--- config.mk ---
export PLATFORM = sky130hd
export DESIGN_NAME = data_mem_arbiter_flat
export DESIGN_NICKNAME = d
export VERILOG_FILES = /design/src/rtl/mem_arb_pkg.sv /design/src/rtl/data_mem_arbiter_if.sv /design/src/rtl/arb_starve_cnt.sv /design/src/rtl/data_mem_arbiter.sv /design/src/flat_wrapper.sv
export SDC_FILE = /design/constraint.sdc
export NUM_CORES = 1
export LEC_CHECK = 0
export BUFFER_PORTS_ARGS = -buffer_cell sky130_fd_sc_hd__clkbuf_2
export CELL_PAD_IN_SITES_DETAIL_PLACEMENT = 0
export CELL_PAD_IN_SITES_GLOBAL_PLACEMENT = 1
export CORE_MARGIN = 8
export CORE_UTILIZATION = 24
export CTS_BUF_LIST = sky130_fd_sc_hd__clkbuf_8
export DETAILED_ROUTE_END_ITERATION = 10
export GPL_ROUTABILITY_DRIVEN = 1
export PLACE_DENSITY = 0.88
export SLEW_MARGIN = 25
export SYNTH_ARGS = -nofsm -noshare
export SYNTH_HDL_FRONTEND = slang
export SYNTH_SLANG_ARGS = --single-unit
--- constraint.sdc ---
create_clock -name clk -period 2.9 [get_ports clk]
set_input_delay 0.29 -clock clk [delete_from_list [all_inputs] [get_ports clk]]
set_output_delay 0.29 -clock clk [all_outputs]
set_load 0.01 [all_outputs]
--- src/rtl/mem_arb_pkg.sv ---
// rtl/mem_arb_pkg.sv - shared types and defaults for the DataMem port arbiter
package mem_arb_pkg;

    typedef enum logic {
        S_CPU,
        S_FORCE
    } arb_state_t;

    typedef enum logic [1:0] {
        OWN_NONE,
        OWN_CPU,
        OWN_LD
    } owner_t;

    localparam logic [31:0] MMIO_BASE_DEFAULT = 32'h4000_0000;

endpackage

--- src/rtl/data_mem_arbiter_if.sv ---
// rtl/data_mem_arbiter_if.sv - CPU, loader and DataMem signal bundle for the arbiter
interface data_mem_arbiter_if #(
    parameter int DATA_W = 32,
    parameter int ADDR_W = 32
);
    logic              cpu_MemRead;
    logic              cpu_MemWrite;
    logic [ADDR_W-1:0] cpu_addr;
    logic [DATA_W-1:0] cpu_wdata;
    logic [DATA_W-1:0] cpu_rdata;
    logic              cpu_stall;
    logic              ld_req;
    logic              ld_we;
    logic [ADDR_W-1:0] ld_addr;
    logic [DATA_W-1:0] ld_wdata;
    logic              ld_gnt;
    logic              ld_rvalid;
    logic [DATA_W-1:0] ld_rdata;
    logic [ADDR_W-1:0] mem_addr;
    logic [DATA_W-1:0] mem_wdata;
    logic              mem_MemRead;
    logic              mem_MemWrite;
    logic [DATA_W-1:0] mem_rdata;

    modport slave (
        input  cpu_MemRead, cpu_MemWrite, cpu_addr, cpu_wdata,
        input  ld_req, ld_we, ld_addr, ld_wdata, mem_rdata,
        output cpu_rdata, cpu_stall, ld_gnt, ld_rvalid, ld_rdata,
        output mem_addr, mem_wdata, mem_MemRead, mem_MemWrite
    );

    modport master (
        output cpu_MemRead, cpu_MemWrite, cpu_addr, cpu_wdata,
        output ld_req, ld_we, ld_addr, ld_wdata, mem_rdata,
        input  cpu_rdata, cpu_stall, ld_gnt, ld_rvalid, ld_rdata,
        input  mem_addr, mem_wdata, mem_MemRead, mem_MemWrite
    );
endinterface

--- src/rtl/arb_starve_cnt.sv ---
// rtl/arb_starve_cnt.sv - saturating loader-wait counter flagging the last wait before a forced grant
module arb_starve_cnt #(
    parameter int unsigned STARVE_LIMIT = 8
) (
    input  logic clk,
    input  logic reset,
    input  logic clr,
    input  logic inc,
    output logic hit
);
    logic [7:0] cnt;

    always_ff @(posedge clk) begin
        if (reset || clr) begin
            cnt <= 8'd0;
        end else if (inc && (cnt != 8'hFF)) begin
            cnt <= cnt + 8'd1;
        end
    end

    assign hit = (cnt == 8'(STARVE_LIMIT - 1));
endmodule

--- src/rtl/data_mem_arbiter.sv ---
// rtl/data_mem_arbiter.sv - DataMem port arbiter, CPU first; ARB_STARVE_GUARD_EN adds the forced loader slot
module data_mem_arbiter
    import mem_arb_pkg::*;
#(
    parameter int                DATA_W       = 32,
    parameter int                ADDR_W       = 32,
    parameter int unsigned       STARVE_LIMIT = 8,
    parameter logic [ADDR_W-1:0] MMIO_BASE    = ADDR_W'(MMIO_BASE_DEFAULT)
) (
    input logic               clk,
    input logic               reset,
    data_mem_arbiter_if.slave bus
);
    logic              cpu_act;
    logic              ld_mmio;
    logic              ld_gnt_c;
    logic              cpu_stall_c;
    owner_t            owner;
    logic              ld_rvalid_q;
    logic [DATA_W-1:0] ld_rdata_q;

    assign cpu_act = bus.cpu_MemRead | bus.cpu_MemWrite;
    assign ld_mmio = (bus.ld_addr >= MMIO_BASE);

`ifdef ARB_STARVE_GUARD_EN
    arb_state_t state;
    arb_state_t state_nxt;
    logic       cnt_clr;
    logic       cnt_inc;
    logic       cnt_hit;

    always_ff @(posedge clk) begin
        if (reset) begin
            state <= S_CPU;
        end else begin
            state <= state_nxt;
        end
    end

    always_comb begin
        state_nxt   = state;
        owner       = OWN_NONE;
        ld_gnt_c    = 1'b0;
        cpu_stall_c = 1'b0;
        cnt_clr     = 1'b0;
        cnt_inc     = 1'b0;
        case (state)
            S_FORCE: begin
                // Pipeline is frozen; the held CPU access replays next cycle.
                cpu_stall_c = 1'b1;
                owner       = bus.ld_req ? OWN_LD : OWN_NONE;
                ld_gnt_c    = bus.ld_req;
                cnt_clr     = 1'b1;
                state_nxt   = S_CPU;
            end
            default: begin
                if (cpu_act) begin
                    owner   = OWN_CPU;
                    cnt_inc = bus.ld_req;
                    cnt_clr = ~bus.ld_req;
                    if (bus.ld_req && cnt_hit) begin
                        state_nxt = S_FORCE;
                    end
                end else begin
                    owner    = bus.ld_req ? OWN_LD : OWN_NONE;
                    ld_gnt_c = bus.ld_req;
                    cnt_clr  = 1'b1;
                end
            end
        endcase
    end

    arb_starve_cnt #(
        .STARVE_LIMIT(STARVE_LIMIT)
    ) u_starve_cnt (
        .clk  (clk),
        .reset(reset),
        .clr  (cnt_clr),
        .inc  (cnt_inc),
        .hit  (cnt_hit)
    );
`else
    logic [31:0] unused_cfg;
    assign unused_cfg = STARVE_LIMIT;

    always_comb begin
        owner       = OWN_NONE;
        ld_gnt_c    = 1'b0;
        cpu_stall_c = 1'b0;
        if (cpu_act) begin
            owner = OWN_CPU;
        end else if (bus.ld_req) begin
            owner    = OWN_LD;
            ld_gnt_c = 1'b1;
        end
    end
`endif

    always_comb begin
        bus.mem_addr     = '0;
        bus.mem_wdata    = '0;
        bus.mem_MemRead  = 1'b0;
        bus.mem_MemWrite = 1'b0;
        bus.cpu_rdata    = '0;
        case (owner)
            OWN_CPU: begin
                bus.mem_addr     = bus.cpu_addr;
                bus.mem_wdata    = bus.cpu_wdata;
                bus.mem_MemRead  = bus.cpu_MemRead;
                bus.mem_MemWrite = bus.cpu_MemWrite;
                bus.cpu_rdata    = bus.mem_rdata;
            end
            OWN_LD: begin
                // MMIO beats are acknowledged but never reach DataMem.
                bus.mem_addr     = bus.ld_addr;
                bus.mem_wdata    = bus.ld_wdata;
                bus.mem_MemRead  = ~bus.ld_we & ~ld_mmio;
                bus.mem_MemWrite = bus.ld_we & ~ld_mmio;
            end
            default: ;
        endcase
    end

    always_ff @(posedge clk) begin
        if (reset) begin
            ld_rvalid_q <= 1'b0;
            ld_rdata_q  <= '0;
        end else begin
            ld_rvalid_q <= ld_gnt_c & ~bus.ld_we;
            if (ld_gnt_c && !bus.ld_we) begin
                ld_rdata_q <= ld_mmio ? '0 : bus.mem_rdata;
            end
        end
    end

    assign bus.ld_gnt    = ld_gnt_c;
    assign bus.cpu_stall = cpu_stall_c;
    assign bus.ld_rvalid = ld_rvalid_q;
    assign bus.ld_rdata  = ld_rdata_q;
endmodule
--- src/flat_wrapper.sv ---
// flat-port wrapper written by rule: the top's interface ports become plain ports
module data_mem_arbiter_flat import mem_arb_pkg::*;
#(
    parameter int                DATA_W       = 32,
    parameter int                ADDR_W       = 32,
    parameter int unsigned       STARVE_LIMIT = 8,
    parameter logic [ADDR_W-1:0] MMIO_BASE    = ADDR_W'(MMIO_BASE_DEFAULT)
)
  (clk, reset, bus_cpu_MemRead, bus_cpu_MemWrite, bus_cpu_addr, bus_cpu_wdata, bus_ld_req, bus_ld_we, bus_ld_addr, bus_ld_wdata, bus_mem_rdata, bus_cpu_rdata, bus_cpu_stall, bus_ld_gnt, bus_ld_rvalid, bus_ld_rdata, bus_mem_addr, bus_mem_wdata, bus_mem_MemRead, bus_mem_MemWrite);
  data_mem_arbiter_if #(.DATA_W(DATA_W), .ADDR_W(ADDR_W)) bus_i ();
  input logic clk;
  input logic reset;
  input wire logic [$bits(bus_i.cpu_MemRead)-1:0] bus_cpu_MemRead;
  input wire logic [$bits(bus_i.cpu_MemWrite)-1:0] bus_cpu_MemWrite;
  input wire logic [$bits(bus_i.cpu_addr)-1:0] bus_cpu_addr;
  input wire logic [$bits(bus_i.cpu_wdata)-1:0] bus_cpu_wdata;
  input wire logic [$bits(bus_i.ld_req)-1:0] bus_ld_req;
  input wire logic [$bits(bus_i.ld_we)-1:0] bus_ld_we;
  input wire logic [$bits(bus_i.ld_addr)-1:0] bus_ld_addr;
  input wire logic [$bits(bus_i.ld_wdata)-1:0] bus_ld_wdata;
  input wire logic [$bits(bus_i.mem_rdata)-1:0] bus_mem_rdata;
  output wire logic [$bits(bus_i.cpu_rdata)-1:0] bus_cpu_rdata;
  output wire logic [$bits(bus_i.cpu_stall)-1:0] bus_cpu_stall;
  output wire logic [$bits(bus_i.ld_gnt)-1:0] bus_ld_gnt;
  output wire logic [$bits(bus_i.ld_rvalid)-1:0] bus_ld_rvalid;
  output wire logic [$bits(bus_i.ld_rdata)-1:0] bus_ld_rdata;
  output wire logic [$bits(bus_i.mem_addr)-1:0] bus_mem_addr;
  output wire logic [$bits(bus_i.mem_wdata)-1:0] bus_mem_wdata;
  output wire logic [$bits(bus_i.mem_MemRead)-1:0] bus_mem_MemRead;
  output wire logic [$bits(bus_i.mem_MemWrite)-1:0] bus_mem_MemWrite;
  assign bus_i.cpu_MemRead = bus_cpu_MemRead;
  assign bus_i.cpu_MemWrite = bus_cpu_MemWrite;
  assign bus_i.cpu_addr = bus_cpu_addr;
  assign bus_i.cpu_wdata = bus_cpu_wdata;
  assign bus_i.ld_req = bus_ld_req;
  assign bus_i.ld_we = bus_ld_we;
  assign bus_i.ld_addr = bus_ld_addr;
  assign bus_i.ld_wdata = bus_ld_wdata;
  assign bus_i.mem_rdata = bus_mem_rdata;
  assign bus_cpu_rdata = bus_i.cpu_rdata;
  assign bus_cpu_stall = bus_i.cpu_stall;
  assign bus_ld_gnt = bus_i.ld_gnt;
  assign bus_ld_rvalid = bus_i.ld_rvalid;
  assign bus_ld_rdata = bus_i.ld_rdata;
  assign bus_mem_addr = bus_i.mem_addr;
  assign bus_mem_wdata = bus_i.mem_wdata;
  assign bus_mem_MemRead = bus_i.mem_MemRead;
  assign bus_mem_MemWrite = bus_i.mem_MemWrite;
  data_mem_arbiter #(.DATA_W(DATA_W), .ADDR_W(ADDR_W), .STARVE_LIMIT(STARVE_LIMIT), .MMIO_BASE(MMIO_BASE)) u_core (.clk(clk), .reset(reset), .bus(bus_i));
endmodule
==> impl_metrics.json <==
{
  "gr-total-overflow": 0,
  "critPathTopFamily": "simple AND/OR/NAND/NOR gates",
  "placed_cells": 812,
  "drt_iter0_drc": 182,
  "timing.slew.headroom_pct": 40.5,
  "hpwl_mm": 9.64,
  "portBuffers": 297,
  "synth-seq-cells": 33,
  "grt_pass1_wl_mm": 19.6,
  "most-common-layout-cells": "297 x clkbuf_2, 64 x nand2_1, 64 x o21ai_0, 64 x o21ai_1, 33 x dfxtp_1",
  "grt_max_degree": 98,
  "finalCritPeriodShare_pct": 62.7,
  "die_x_um": 125,
  "setup_viol": 0,
  "wirelength_mm": 12.5,
  "rsz0062_at_grt": "false",
  "nets": 838,
  "pre_cts_slack_ns": 1.06,
  "dieArea_um2": 15700,
  "synth_cell_types": 20,
  "initial_core_util_pct": 24.2,
  "setup_slack_ns": 1.08,
  "vias": 3840,
  "final_common_cell": "clkbuf_2",
  "critPathCaptureType": "primary output",
  "synthesis.area_um2": 2870,
  "power_density_nw_per_um2": 311,
  "finalHoldViolCount": 0,
  "cp.depth": 4,
  "yosys-top-cells-area": "dfxtp_1 23%, mux2i_1 11%, o21ai_0 11%",
  "area_delta_synth_final_pct": 55.9,
  "cts-root-buf": "clkbuf_8",
  "die_h_um": 125,
  "finalSetupTns_ns": 0,
  "crit_fanout": 4,
  "via_per_inst": 4.68,
  "cp_slowest_stage_delay_ns": 0.74,
  "place.gp.congestion": 0.769,
  "grt_usage_pct": 14.8,
  "status": "finished, final reports clean",
  "coreArea_um2": 11900,
  "dr.pass1.iters": 4,
  "crit_start": "bus_cpu_MemRead",
  "fin_crit_ns": 1.82,
  "rr_endpoint": "u_core.bus.ld_rdata[31]",
  "cp-start-kind": "input port",
  "endpoint": "bus_mem_MemRead",
  "min_from": "bus_mem_rdata[27]",
  "layoutNonFillerInstCount": 820,
  "syn_inst": 413,
  "path_clk_slew_ns": 0.06,
  "ir_drop_mv": 0.170,
  "ioPinCount": 299,
  "total_power_mw": 1.39,
  "yosysSeqAreaShare_pct": 23.0,
  "grt_pass1_vias": 3691,
  "yosysTopAreaCellShare_pct": 23.0,
  "cts_buffer_depth": 2,
  "r2r_start": "u_core.bus.ld_rdata[31]",
  "cts_tree": "yes",
  "crit_arrival_ns": 1.53,
  "hold_class": "input port to register",
  "yosysWarningCount": 0,
  "finClkSkew_ns": 0,
  "whs_ns": 0.351,
  "cts-buffers-inserted": 5,
  "cts.repair.resized": 0,
  "crit_top_cell": "clkbuf_2",
  "crit_type": "input port to primary output",
  "grt_antenna_before_repair": 0,
  "wire_per_inst_um": 15.3,
  "diodes": 0,
  "clock-sinks": 33,
  "crit_required_ns": 2.61,
  "worst_slew_pin_slew_ns": 0.892,
  "cts_hold_buf": 0,
  "cp_slowest_cell": "or4b_2",
  "num_rows": 40,
  "max_freq_mhz": 550,
  "htreeDepth": 2,
  "ant_nets": 0,
  "leakagePower_nw": 2.40,
  "rrSetupSlack_ns": 2.29,
  "path_cells": "clkbuf_2 -> or4b_2 -> o31ai_2 -> clkbuf_2",
  "reg2regPathDepth": 2,
  "max_cap_violations": 0,
  "drive_gt1_share_pct": 50.1,
  "critPathBufInv": 2,
  "postSynthAreaPerCell_um2": 6.96,
  "synth_nets": 579,
  "drcViolationCount": 0,
  "clock_latency_ns": 0.27,
  "synth_top_cell_by_area": "dfxtp_1",
  "cts_setup_buffers": 0,
  "slew_violations": 0
}
[cell usage after synthesis]
cell / n
or4b_1: 8
clkbuf_1: 40
nand2_1: 64
conb_1: 1
o21ai_0: 64
buf_1: 3
mux2i_1: 32
nand2b_1: 32
o21ai_1: 64
buf_6: 5
or4b_2: 25
dfxtp_1: 33
buf_2: 1
nor2_1: 3
a41o_1: 1
and2_1: 32
buf_4: 1
or2_1: 1
inv_1: 2
o31ai_2: 1
[worst min path at each step]
| stage | endpoint | slack [ns] | depth (start not counted) |
|---|---|---|---|
| 2_1_floorplan | u_core.bus.ld_rdata[3] | 0.48 | 2 |
| 3_3_place_gp | u_core.bus.ld_rdata[28] | 0.46 | 2 |
| 3_5_place_dp | u_core.bus.ld_rdata[26] | 0.47 | 2 |
| 4_1_cts | u_core.bus.ld_rdata[27] | 0.34 | 3 |
| 5_1_grt | u_core.bus.ld_rdata[1] | 0.35 | 3 |
| 6_report | u_core.bus.ld_rdata[27] | 0.35 | 3 |
[where the power goes]
group          switching [mW]  internal (mW)  leakage (nW)
Combinational           0.268          0.228          2.08
Clock                   0.161          0.277        0.0626
Sequential            0.00164          0.456         0.266
[logic make-up (layout without fill, tap and decap cells)]
| logic type | Yosys count | after routing | synth area share (%) |
|---|---|---|---|
| compound gates | 130 | 130 | 23.1 |
| buf+inv | 52 | 312 | 8.27 |
| flops | 33 | 33 | 23.0 |
| mux | 32 | 32 | 11.1 |
| other cells | 1 | 1 | 0.130 |
| simple gates | 165 | 165 | 34.4 |
[stage by stage]
stage | utilization [%] | area (µm²)
2_1_floorplan | - | 2870
4_1_cts | 37.8 | 4480
6_report | 37.8 | 4480
3_5_place_dp | 36.8 | 4360
5_1_grt | 37.8 | 4480
3_3_place_gp | 36.8 | 4360
[metal layers]
layer  GRT usage, %  up-vias  share of wire (%)
li1               -     1944                  -
met1           16.9     1700                 41
met2           24.7      188                 47
met3           6.59        8                 11
met4           3.30        0               0.93
met5              0        -                  0
[worst min-delay path, cell delays in order]
cell and delay (ns):
clkbuf_2 0.09, or4b_1 0.15, mux2i_1 0.05
[final cells by class]
cell class / count / area (µm²)
Sequential cell: 33 / 661
Tap cell: 147 / 184
Inverter: 2 / 7.51
Clock inverter: 2 / 33.8
Fill cell: 1296 / 7380
Clock buffer: 6 / 82.6
Timing Repair Buffer: 302 / 1540
Multi-Input combinational cell: 328 / 1980
[state kept, by name, summed over array words and instances (netlist names)]
name,cells
u_core.bus.ld_rvalid,1
u_core.bus.ld_rdata,32
Power figures use the tool's default switching activity.
